## config.mk

```make
export PLATFORM = sky130hd
export DESIGN_NAME = calc_seq_undo_flat
export DESIGN_NICKNAME = d
export VERILOG_FILES = /design/src/rtl/calc_seq_undo_if.sv /design/src/rtl/calc_seq_undo.sv /design/src/flat_wrapper.sv
export SDC_FILE = /design/constraint.sdc
export NUM_CORES = 1
export LEC_CHECK = 0
export ABC_AREA = 1
export CORE_AREA = 4 4 109 163
export DETAILED_ROUTE_END_ITERATION = 10
export DIE_AREA = 0 0 113 167
export PLACE_DENSITY = 0.78
export RECOVER_POWER = 25
export SYNTH_ARGS = -nofsm -noshare
export SYNTH_HDL_FRONTEND = slang
export SYNTH_SLANG_ARGS = --single-unit
```

## constraint.sdc

```tcl
create_clock -name clk -period 3.5 [get_ports clk]
set_clock_uncertainty 0.2 [all_clocks]
set_input_delay 1.05 -clock clk [delete_from_list [all_inputs] [get_ports clk]]
set_output_delay 1.05 -clock clk [all_outputs]
set_load 0.005 [all_outputs]
```

## src/rtl/calc_seq_undo_if.sv

```systemverilog
// Bundle between the calculator sequencer and its surroundings (buttons, switches, ALU, display).
// The slave modport is the sequencer's view; master is the driving environment.
interface calc_seq_undo_if #(
  parameter int unsigned W     = 16,
  parameter int unsigned DEPTH = 4
);
  localparam int unsigned CntW = $clog2(DEPTH + 1);

  logic            i_exec;
  logic            i_undo;
  logic [W-1:0]    i_sw;
  logic [W:0]      i_result;
  logic [W-1:0]    o_op_a;
  logic [W-1:0]    o_op_b;
  logic [1:0]      o_op_sel;
  logic [1:0]      o_state;
  logic [W:0]      o_display;
  logic            o_power_on;
  logic [CntW-1:0] o_hist_cnt;
  logic            o_undo_err;

  modport slave (
    input  i_exec, i_undo, i_sw, i_result,
    output o_op_a, o_op_b, o_op_sel, o_state, o_display, o_power_on, o_hist_cnt, o_undo_err
  );

  modport master (
    output i_exec, i_undo, i_sw, i_result,
    input  o_op_a, o_op_b, o_op_sel, o_state, o_display, o_power_on, o_hist_cnt, o_undo_err
  );
endinterface

```

## src/rtl/calc_seq_undo.sv

```systemverilog
// Calculator entry sequencer (A -> B -> OP -> RESULT, chaining) with a circular
// snapshot history giving DEPTH levels of undo.
module calc_seq_undo #(
  parameter int unsigned W     = 16,
  parameter int unsigned DEPTH = 4
) (
  input logic             clk,
  input logic             rst_n,
  calc_seq_undo_if.slave  bus
);
  localparam int unsigned CntW  = $clog2(DEPTH + 1);
  localparam int unsigned PtrW  = $clog2(DEPTH);
  localparam int unsigned SnapW = 2 + 2 * W + 2;
  localparam logic [CntW-1:0] CntMax = CntW'(DEPTH);

  typedef enum logic [1:0] {StA = 2'd0, StB = 2'd1, StOp = 2'd2, StRes = 2'd3} state_e;

  state_e          r_state;
  logic [W-1:0]    r_op_a;
  logic [W-1:0]    r_op_b;
  logic [1:0]      r_op_sel;
  logic [PtrW-1:0] r_ptr;
  logic [CntW-1:0] r_cnt;
  logic            r_undo_err;
  logic [SnapW-1:0] r_hist [DEPTH];

  logic             w_blocked;
  logic             w_push;
  logic             w_undo;
  logic [PtrW-1:0]  w_rd_idx;
  logic [SnapW-1:0] w_snap_wr;
  logic [SnapW-1:0] w_snap_rd;

  // Reserved op code 3 powers the display down and freezes the flow.
  assign w_blocked = (r_state == StOp) && (bus.i_sw[1:0] == 2'b11);
  assign w_push    = bus.i_exec && !w_blocked;
  // exec always takes priority, even when it is itself blocked.
  assign w_undo    = bus.i_undo && !bus.i_exec;
  assign w_rd_idx  = r_ptr - 1'b1;
  assign w_snap_wr = {r_state, r_op_a, r_op_b, r_op_sel};
  assign w_snap_rd = r_hist[w_rd_idx];

  // History storage needs no reset; validity is tracked by r_cnt.
  always_ff @(posedge clk) begin
    if (w_push) r_hist[r_ptr] <= w_snap_wr;
  end

  always_ff @(posedge clk or negedge rst_n) begin
    if (!rst_n) begin
      r_state    <= StA;
      r_op_a     <= '0;
      r_op_b     <= '0;
      r_op_sel   <= '0;
      r_ptr      <= '0;
      r_cnt      <= '0;
      r_undo_err <= 1'b0;
    end else begin
      r_undo_err <= 1'b0;
      if (w_push) begin
        r_ptr <= r_ptr + 1'b1;
        if (r_cnt != CntMax) r_cnt <= r_cnt + 1'b1;
        unique case (r_state)
          StA: begin
            r_op_a  <= bus.i_sw;
            r_state <= StB;
          end
          StB: begin
            r_op_b  <= bus.i_sw;
            r_state <= StOp;
          end
          StOp: begin
            r_op_sel <= bus.i_sw[1:0];
            r_state  <= StRes;
          end
          StRes: begin
            r_op_a  <= bus.i_result[W-1:0];
            r_state <= StB;
          end
          default: r_state <= StA;
        endcase
      end else if (w_undo) begin
        if (r_cnt != '0) begin
          r_ptr    <= w_rd_idx;
          r_cnt    <= r_cnt - 1'b1;
          r_state  <= state_e'(w_snap_rd[SnapW-1 -: 2]);
          r_op_a   <= w_snap_rd[2*W+1 -: W];
          r_op_b   <= w_snap_rd[W+1 -: W];
          r_op_sel <= w_snap_rd[1:0];
        end else begin
          r_undo_err <= 1'b1;
        end
      end
    end
  end

  always_comb begin
    bus.o_display = {1'b0, bus.i_sw};
    unique case (r_state)
      StA, StB: bus.o_display = {1'b0, bus.i_sw};
      StOp:     bus.o_display = {{(W-1){1'b0}}, bus.i_sw[1:0]};
      StRes:    bus.o_display = bus.i_result;
      default:  bus.o_display = {1'b0, bus.i_sw};
    endcase
  end

  assign bus.o_power_on = !w_blocked;
  assign bus.o_op_a     = r_op_a;
  assign bus.o_op_b     = r_op_b;
  assign bus.o_op_sel   = r_op_sel;
  assign bus.o_state    = r_state;
  assign bus.o_hist_cnt = r_cnt;
  assign bus.o_undo_err = r_undo_err;
endmodule

```

## src/flat_wrapper.sv

```systemverilog
// flat-port wrapper written by rule: the top's interface ports become plain ports
module calc_seq_undo_flat 
#(
  parameter int unsigned W     = 16,
  parameter int unsigned DEPTH = 4
)
  (clk, rst_n, bus_i_exec, bus_i_undo, bus_i_sw, bus_i_result, bus_o_op_a, bus_o_op_b, bus_o_op_sel, bus_o_state, bus_o_display, bus_o_power_on, bus_o_hist_cnt, bus_o_undo_err);
  calc_seq_undo_if #(.W(W), .DEPTH(DEPTH)) bus_i ();
  input logic clk;
  input logic rst_n;
  input wire logic [$bits(bus_i.i_exec)-1:0] bus_i_exec;
  input wire logic [$bits(bus_i.i_undo)-1:0] bus_i_undo;
  input wire logic [$bits(bus_i.i_sw)-1:0] bus_i_sw;
  input wire logic [$bits(bus_i.i_result)-1:0] bus_i_result;
  output wire logic [$bits(bus_i.o_op_a)-1:0] bus_o_op_a;
  output wire logic [$bits(bus_i.o_op_b)-1:0] bus_o_op_b;
  output wire logic [$bits(bus_i.o_op_sel)-1:0] bus_o_op_sel;
  output wire logic [$bits(bus_i.o_state)-1:0] bus_o_state;
  output wire logic [$bits(bus_i.o_display)-1:0] bus_o_display;
  output wire logic [$bits(bus_i.o_power_on)-1:0] bus_o_power_on;
  output wire logic [$bits(bus_i.o_hist_cnt)-1:0] bus_o_hist_cnt;
  output wire logic [$bits(bus_i.o_undo_err)-1:0] bus_o_undo_err;
  assign bus_i.i_exec = bus_i_exec;
  assign bus_i.i_undo = bus_i_undo;
  assign bus_i.i_sw = bus_i_sw;
  assign bus_i.i_result = bus_i_result;
  assign bus_o_op_a = bus_i.o_op_a;
  assign bus_o_op_b = bus_i.o_op_b;
  assign bus_o_op_sel = bus_i.o_op_sel;
  assign bus_o_state = bus_i.o_state;
  assign bus_o_display = bus_i.o_display;
  assign bus_o_power_on = bus_i.o_power_on;
  assign bus_o_hist_cnt = bus_i.o_hist_cnt;
  assign bus_o_undo_err = bus_i.o_undo_err;
  calc_seq_undo #(.W(W), .DEPTH(DEPTH)) u_core (.clk(clk), .rst_n(rst_n), .bus(bus_i));
endmodule
```

---- After elaboration in Yosys (flattened, before gate mapping) ----
Memory sizes are Yosys's and may differ from the RTL's.
Cells that the tools add are included.
word-level totals
  flip-flop bits (word level) ............. 42
  memory bits (writable) .................. 144
  input port bits ......................... 37
  output and inout bits ................... 58
  logic and storage cells ................. 66
  memories kept ........................... 1
operators by class
  add/subtract/negate cells ............... 4
  equality and inequality tests ........... 9
  multiplexer cells ....................... 29
  reductions and logical operators ........ 16
memory list
  name           words  bits a word  read ports  clocked after memory_dff  write ports  RTL line             text
  u_core.r_hist  4      36           1           0                         1            calc_seq_undo.sv:25  logic [SnapW-1:0] r_hist [DEPTH];
operators by type and width
  kind                   count
  $mux W16               7
  $pmux W17 S3           1
  $pmux W16 S2           1
  $mux W2                10
  $mux W3                4
  $reduce_and A3 Y1      4
  $eq A2 B2 Y1 const B   3
  $ne A2 B2 Y1 const B   3
  $ne A3 B3 Y1 const B   2
  $pmux W2 S3            1
  $mux W1                5
  $reduce_bool A2 Y1     2
  $reduce_or A2 Y1       2
  $add A3 B1 Y3 const B  1
  $logic_and A1 B1 Y1    3
  $reduce_bool A3 Y1     1
  $sub A3 B1 Y3 const B  1
  $add A2 B1 Y2 const B  1
  $eq A2 B1 Y1 const B   1
  $logic_not A1 Y1       2
  $logic_not A2 Y1       1
  $reduce_and A2 Y1      1
  $sub A2 B1 Y2 const B  1

---- Longest topological paths before layout ----
Gate-level depths: netlist of the first run.
  word-level depth ........................ 6
  gate-level depth with buffers ........... 16
  depth with buffers taken out ............ 14

---- Worst setup path after synthesis of the first run ----
Ideal clock, no wire load.
  path kind ............................... input-to-reg
  start ................................... input bus_i_sw[1]
  end ..................................... memory u_core.r_hist[0][0] (netlist bit) (enable)
  library setup time ...................... 0.429 ns
  arrival ................................. 3.070 ns
  required time ........................... 2.871 ns
  path slack .............................. -0.199 ns
  cell stages on the path ................. 5
  path buffers ............................ 2
  cell sequence ........................... nand3_2 > nand2_4 > buf_6 > buf_2 > nor2_1
between the ends
  cells in the longest elaborated chain, start to end .. 6
ends and longest elaborated chain
  what                           RTL line             text
  start, declared                flat_wrapper.sv:13   input wire logic [$bits(bus_i.i_sw)-1:0] bus_i_sw;
  $eq A2 B2 Y1                   calc_seq_undo.sv:35  assign w_blocked = (r_state == StOp) && (bus.i_sw[1:0] == 2'b11);
  $logic_and A1 B1 Y1            calc_seq_undo.sv:35
  $logic_not A1 Y1               calc_seq_undo.sv:36  assign w_push = bus.i_exec && !w_blocked;
  $logic_and A1 B1 Y1            calc_seq_undo.sv:36
  $mux W1                        calc_seq_undo.sv:45  if (w_push) r_hist[r_ptr] <= w_snap_wr;
  $mux W1 (implied by the code)  calc_seq_undo.sv:45
  end, declared                  calc_seq_undo.sv:25
Every way passes these cells.

---- Worst setup path in the final report of the first run ----
  start ................................... input bus_i_sw[4]
  end ..................................... output bus_o_display[4]
between the ends
  cells in the longest elaborated chain, start to end .. 1
ends and longest elaborated chain
  what           RTL line             text
  $pmux W17 S3   calc_seq_undo.sv:98  unique case (r_state)
  end, declared  flat_wrapper.sv:19   output wire logic [$bits(bus_i.o_display)-1:0] bus_o_display;
Every way passes these cells.

==> results.json, run 1 <==
{
  "finalHoldViolCount": 0,
  "worst_pin_slew_ps": 845.1,
  "timing.hold.ws_ps": 343.3,
  "synthTopCellsByArea": "edfxtp_1 (54%), nand2_1 (15%), dfrtp_1 (13%), nand3_1 (5.9%), o21ai_0 (3.6%)",
  "clkSlewWorstSetupHoldPaths_ps": 70,
  "die-area_um2": 18870,
  "slew_viol_final": 0,
  "rows": 57,
  "drv_cap": 0,
  "grt_max_degree": 80,
  "wirelength_um": 20380,
  "nets": 940,
  "grtUsageTotal_pct": 22.02,
  "final_core_util_pct": 62.03,
  "initial_core_util_pct": 49.49,
  "cts_buffer_depth": 2,
  "clkLatencyLatePin_ps": 430,
  "dr.pass1.iters": 5,
  "ys_warn_count": 0,
  "initialDrtViolationCount": 465,
  "async_reset_ff_share_pct": 22.58,
  "synth_seq_cells": 186,
  "cts-root-buf": "clkbuf_16",
  "gp_congestion": 0.7921,
  "status": "finished clean",
  "synth_top_cell_area_share_pct": 53.97,
  "worstPathCellList": "clkdlybuf4s50_1, inv_1, o21ai_1, clkdlybuf4s50_1",
  "antenna_found_initial": 0,
  "dp_hpwl_um": 12880,
  "post-route-drc-count": 0,
  "path_max_fanout": 2,
  "fill_cells": 1222,
  "p_int_mw": 5.928,
  "worstPathBufferInverterCount": 3,
  "die_h_um": 167,
  "yosysUniqueCellTypes": 26,
  "switching_share_pct": 37.59,
  "final_antenna_net_count": 0,
  "numCtsBuffers": 17,
  "vdd_drop_max_mv": 0.5907,
  "port_buffers": 94,
  "critPathKind": "in -> out",
  "required_ps": 2250,
  "p_switching_mw": 3.571,
  "fp.coreArea_um2": 16190,
  "start_kind": "input pin",
  "dr_total_vias": 5956,
  "syn_nets": 827,
  "die_w_um": 113,
  "max_slew_margin_pct": 43.66,
  "synth_area_um2": 8011,
  "yosysMostFrequentCell": "nand2_1",
  "wl_per_cell_um": 18.31,
  "p_total_mw": 9.499,
  "syn_area_per_cell_um2": 10.24,
  "pwr-share-clk_pct": 20.6,
  "clock-sinks": 186,
  "synth-seq-area-share_pct": 67.09,
  "clock.fmax_ghz": 0.2873,
  "synth_ff_type": "edfxtp_1",
  "multi_input_area_um2": 2313,
  "critPathMaxStageDelay_ps": 520,
  "seqPwrFrac_pct": 39.1,
  "end_kind": "primary output",
  "area_growth_pct": 25.35,
  "hp-class": "reg -> reg",
  "placed_cells": 1082,
  "critPathTopFamily": "buffers and inverters",
  "synthTopCellsByCount": "nand2_1 (312), edfxtp_1 (144), nand3_1 (94), o21ai_0 (58), dfrtp_1 (42)",
  "antenna_cells": 0,
  "final_cell_count_no_fill": 1113,
  "viasPerCell": 5.351,
  "cts_tree": "built",
  "arrival_ps": 2230,
  "total_leakage_power_nw": 4.212,
  "synth_edf_count": 144,
  "crit_top_cell": "clkdlybuf4s50_1",
  "yosysTopAreaCell": "edfxtp_1",
  "netlist_instances": 782,
  "pwr-share-comb_pct": 40.3,
  "period_share_pct": 99.45,
  "critPathSlowestCell": "clkdlybuf4s50_1",
  "grt_pass1_vias": 5753,
  "grt_overflow": 0,
  "setup_viol": 0,
  "hold_buffers": 0,
  "cts_max_level": 4,
  "rsz0062_at_grt": "no",
  "drive_above_1_share_pct": 10.03,
  "power_density_nw_per_um2": 945.9,
  "register_area_um2": 5376,
  "final.min_clock_period_ps": 3481,
  "ioPinCount": 95,
  "grt_pass1_wl_um": 31520
}
cell usage in the layout, fill, tap and decap left out, types with 2 or more instances in the layout:
cell type        instances
clkinvlp_4               4
o21ai_1                  6
clkbuf_16               17
dlygate4sd2_1           10
a21oi_1                  2
buf_4                   32
nor2_4                   4
edfxtp_1               144
nand2_1                311
o21ai_4                  2
buf_12                   8
ha_1                     8
o21bai_1                 2
nand2_4                  2
dfrtp_1                 41
clkdlybuf4s50_1         77
dlymetal6s2s_1           4
inv_2                    4
nand3_1                 94
clkinv_4                 3
inv_1                   35
nor2_1                  24
o21ai_0                 52
bufinv_16                3
inv_6                    2
clkdlybuf4s15_1          2
metrics by stage:
stage | worst slack (ps) | area, um^2 | TNS [ps]
after floorplan | -199.0 | 8011 | -28650
after global placement | -353.0 | 9432 | -1209
after detailed placement | -362.2 | 9432 | -1299
after CTS | 2.290 | 10030 | 0
after global routing | 1.127 | 10040 | 0
final | 19.26 | 10040 | 0
power by group through the flow:
stage / Clock [mW] / Sequential [mW] / Combinational (mW)
floorplan: 0 / 3.67 / 2.18
detailed placement: 0 / 3.73 / 3.85
CTS: 1.97 / 3.70 / 3.87
finish: 1.96 / 3.71 / 3.83
global placement: 0 / 3.70 / 3.77
global route: 2.06 / 3.78 / 4.26
final timing paths:
| check | from | end | slack [ps] | depth (start not counted) |
|---|---|---|---|---|
| max | bus_i_sw[4] | bus_o_display[4] | 20 | 4 |
| min | u_core.bus.o_op_a[6]$_DFFE_PN0P_ | u_core.r_hist[3][24]$_DFFE_PP_ | 340 | 0 |
| max reg2reg | u_core.bus.o_state[0]$_DFFE_PN0P_ | u_core.bus.o_op_b[15]$_DFFE_PN0P_ | 1060 | 11 |
| min reg2reg | u_core.bus.o_op_a[6]$_DFFE_PN0P_ | u_core.r_hist[3][24]$_DFFE_PP_ | 340 | 0 |
| max in group asynchronous | rst_n | u_core.bus.o_op_b[10]$_DFFE_PN0P_ | 2080 | 2 |
| min in group asynchronous | rst_n | u_core.bus.o_op_a[9]$_DFFE_PN0P_ | 450 | 1 |
flip-flops by register name, summed over array words and instances (netlist names):
register               count
u_core.bus.o_op_sel        2
u_core.bus.o_hist_cnt      3
u_core.bus.o_op_b         16
u_core.bus.o_undo_err      1
u_core.bus.o_state         2
u_core.r_ptr               2
u_core.bus.o_op_a         16
u_core.r_hist            144
repair_timing:
item / CTS / global route
endpoints found under the setup margin: 16 / 4
pin swaps: 1 / 0
setup buffers: 0 / 0
resized for setup: 23 / 4
endpoints found under the hold margin: 0 / 0
metal layers:
metal	up-vias	routed length (um)	global-route usage [%]
met4	0	701	9.780
met2	240	10810	38.54
li1	2830	-	-
met1	2848	7674	26.39
met3	38	1196	3.775
met5	-	0	0
final cells by class:
type / count / area share, %
Inverter: 40 / 1.520
Multi-Input combinational cell: 516 / 23.04
Sequential cell: 186 / 53.54
Clock inverter: 13 / 1.682
Clock buffer: 18 / 4.373
Tap cell: 206 / 2.567
Timing Repair Buffer: 134 / 13.28
cell families after synthesis:
logic type | after synthesis | share of synthesized area (%)
and+or+nand+nor | 440 | 22.43
DFF | 186 | 67.09
buffers and inverters | 80 | 4.467
AOI/OAI and AO/OA | 66 | 4.545
adders and majority gates | 8 | 1.249
xor gates and xnor gates | 2 | 0.2187
(Power assumes the default switching activity.)
==> run 2, diff against run 1 <==
GPL_TIMING_DRIVEN = 0   (was not set)
HOLD_SLACK_MARGIN = 0.03   (was not set)
==> run 2 against run 1 <==
Total power is 0.19% lower. Final cell count is 0.90% higher. Worst setup slack better by 50 ps. Sequential cell count stayed put. Largest cell class unchanged. Sequential power hardly changed. Worst hold slack better by 4.7 ps. Combinational power is 6.0% higher. Wire length is 6.6% higher. Critical endpoint is now bus_o_display[0]. Global-route usage is 1.4 points higher. Clock-buffer cell count is 1 higher. Critical path depth is 1 higher. First-iteration DRC count is 13% higher.
==> results.json, run 2 (synthesized netlist as in run 1, its figures left out) <==
{
  "hold_buffers": 0,
  "vdd_drop_max_mv": 0.5435,
  "reg2reg_depth": 12,
  "grtUsageTotal_pct": 23.40,
  "rsz0062_at_grt": "no",
  "start_kind": "input pin",
  "slew_viol_final": 0,
  "critPathKind": "in -> out",
  "layout_common_cells": "nand2_1 (312), edfxtp_1 (144), nand3_1 (94)",
  "clkLatencyLatePin_ps": 430,
  "grt_overflow": 0,
  "dp_hpwl_um": 14610,
  "antenna_cells": 0,
  "nets": 950,
  "die-area_um2": 18870,
  "antenna_found_initial": 0,
  "viasPerCell": 5.511,
  "fp.coreArea_um2": 16190,
  "clkSlewWorstSetupHoldPaths_ps": 60,
  "p_total_mw": 9.481,
  "final.min_clock_period_ps": 3430,
  "status": "finished clean",
  "top_register": "u_core.r_hist",
  "post-place-ws_ps": -504.4,
  "port_buffers": 94,
  "clock.fmax_ghz": 0.2915,
  "area_growth_pct": 24.05,
  "required_ps": 2250,
  "ioPinCount": 95,
  "wirelength_um": 21730,
  "cts-root-buf": "clkbuf_16",
  "worst_pin_slew_ps": 689.8,
  "clock-sinks": 186,
  "rows": 57,
  "arrival_ps": 2180,
  "initial_core_util_pct": 49.49,
  "max_slew_margin_pct": 54.01,
  "power_density_nw_per_um2": 954.0,
  "drv_cap": 0,
  "drive_above_1_share_pct": 10.14,
  "dr_total_vias": 6189,
  "finalHoldViolCount": 0,
  "numCtsBuffers": 17,
  "cts_tree": "built",
  "gp_congestion": 0.8803,
  "initialDrtViolationCount": 524,
  "largest_register_ffs": 144,
  "final_common_cell": "nand2_1",
  "setup_ws_ps": 69.56,
  "grt_pass1_wl_um": 33530,
  "wl_per_cell_um": 19.35,
  "fill_cells": 1218,
  "final_antenna_net_count": 0,
  "period_share_pct": 98.01,
  "cts_max_level": 4,
  "dr.pass1.iters": 5,
  "setup_viol": 0,
  "hp-class": "in -> async",
  "die_h_um": 167,
  "grt_max_degree": 29,
  "path_max_fanout": 2,
  "cts_buffer_depth": 2,
  "timing.hold.ws_ps": 348.1,
  "grt_pass1_vias": 6114,
  "die_w_um": 113,
  "post-route-drc-count": 0,
  "total_leakage_power_nw": 4.146,
  "end_kind": "primary output"
}
==> run 2: where the power goes <==
| part | switching (mW) | internal, mW | leakage [nW] |
|---|---|---|---|
| sequential | 0.430 | 3.29 | 1.86 |
| combinational | 2.50 | 1.56 | 2.04 |
| clock | 0.800 | 0.899 | 0.250 |
| total | 3.73 | 5.75 | 4.15 |
==> run 2: worst max-delay path: stages <==
cell	delay, ps
clkdlybuf4s50_1	500
nand2_1	70
o21ai_1	140
o21bai_2	170
dlygate4sd2_1	250
==> run 2: final timing paths <==
| path | to | slack [ps] | startpoint |
|---|---|---|---|
| setup / recovery | bus_o_display[0] | 70 | bus_i_result[0] |
| hold / removal | u_core.bus.o_undo_err$_DFF_PN0_ | 350 | rst_n |
| setup reg to reg | u_core.bus.o_op_a[8]$_DFFE_PN0P_ | 680 | u_core.r_ptr[0]$_DFFE_PN0P_ |
| hold reg to reg | u_core.r_hist[1][12]$_DFFE_PP_ | 350 | u_core.bus.o_op_b[10]$_DFFE_PN0P_ |
| max in group asynchronous | u_core.bus.o_state[0]$_DFFE_PN0P_ | 2210 | rst_n |
| min in group clk | u_core.r_hist[1][12]$_DFFE_PP_ | 350 | u_core.bus.o_op_b[10]$_DFFE_PN0P_ |
==> run 2: metrics by stage <==
step / cell area, um^2 / util, % / setup TNS [ps] / instances
2_1_floorplan: 8011 / - / -28650 / 782
3_3_place_gp: 9210 / 56.89 / -308740 / 1082
3_5_place_dp: 9335 / 57.66 / -4568 / 1087
4_1_cts: 9913 / 61.23 / -26.59 / 1120
5_1_grt: 9938 / 61.39 / 0 / 1123
6_report: 9938 / 61.39 / 0 / 1123
==> run 2: metal layers <==
metal / vias to the layer above / part of all wire [%] / GRT usage [%]
met3: 71 / 7.8 / 4.864
met1: 2935 / 36 / 27.56
met4: 0 / 5.0 / 13.23
li1: 2852 / - / -
met5: - / 0 / 0
met2: 331 / 51 / 39.47
==> run 2: cell type report <==
cell class,instances,area [um^2],area share (%)
buffer,40,229.0,2.304
clock buffer,19,432.9,4.356
clock inverter,12,77.57,0.7806
inverter,40,152.6,1.536
multi-input combinational,516,2356,23.71
sequential,186,5378,54.11
tap,206,257.7,2.593
timing repair buffer,104,1055,10.61
==> run 2: timing repair <==
action	4_1_cts	5_1_grt
setup buffers	2	3
endpoints found under the setup margin	18	1
pin swaps	4	1
gates resized for setup	49	1
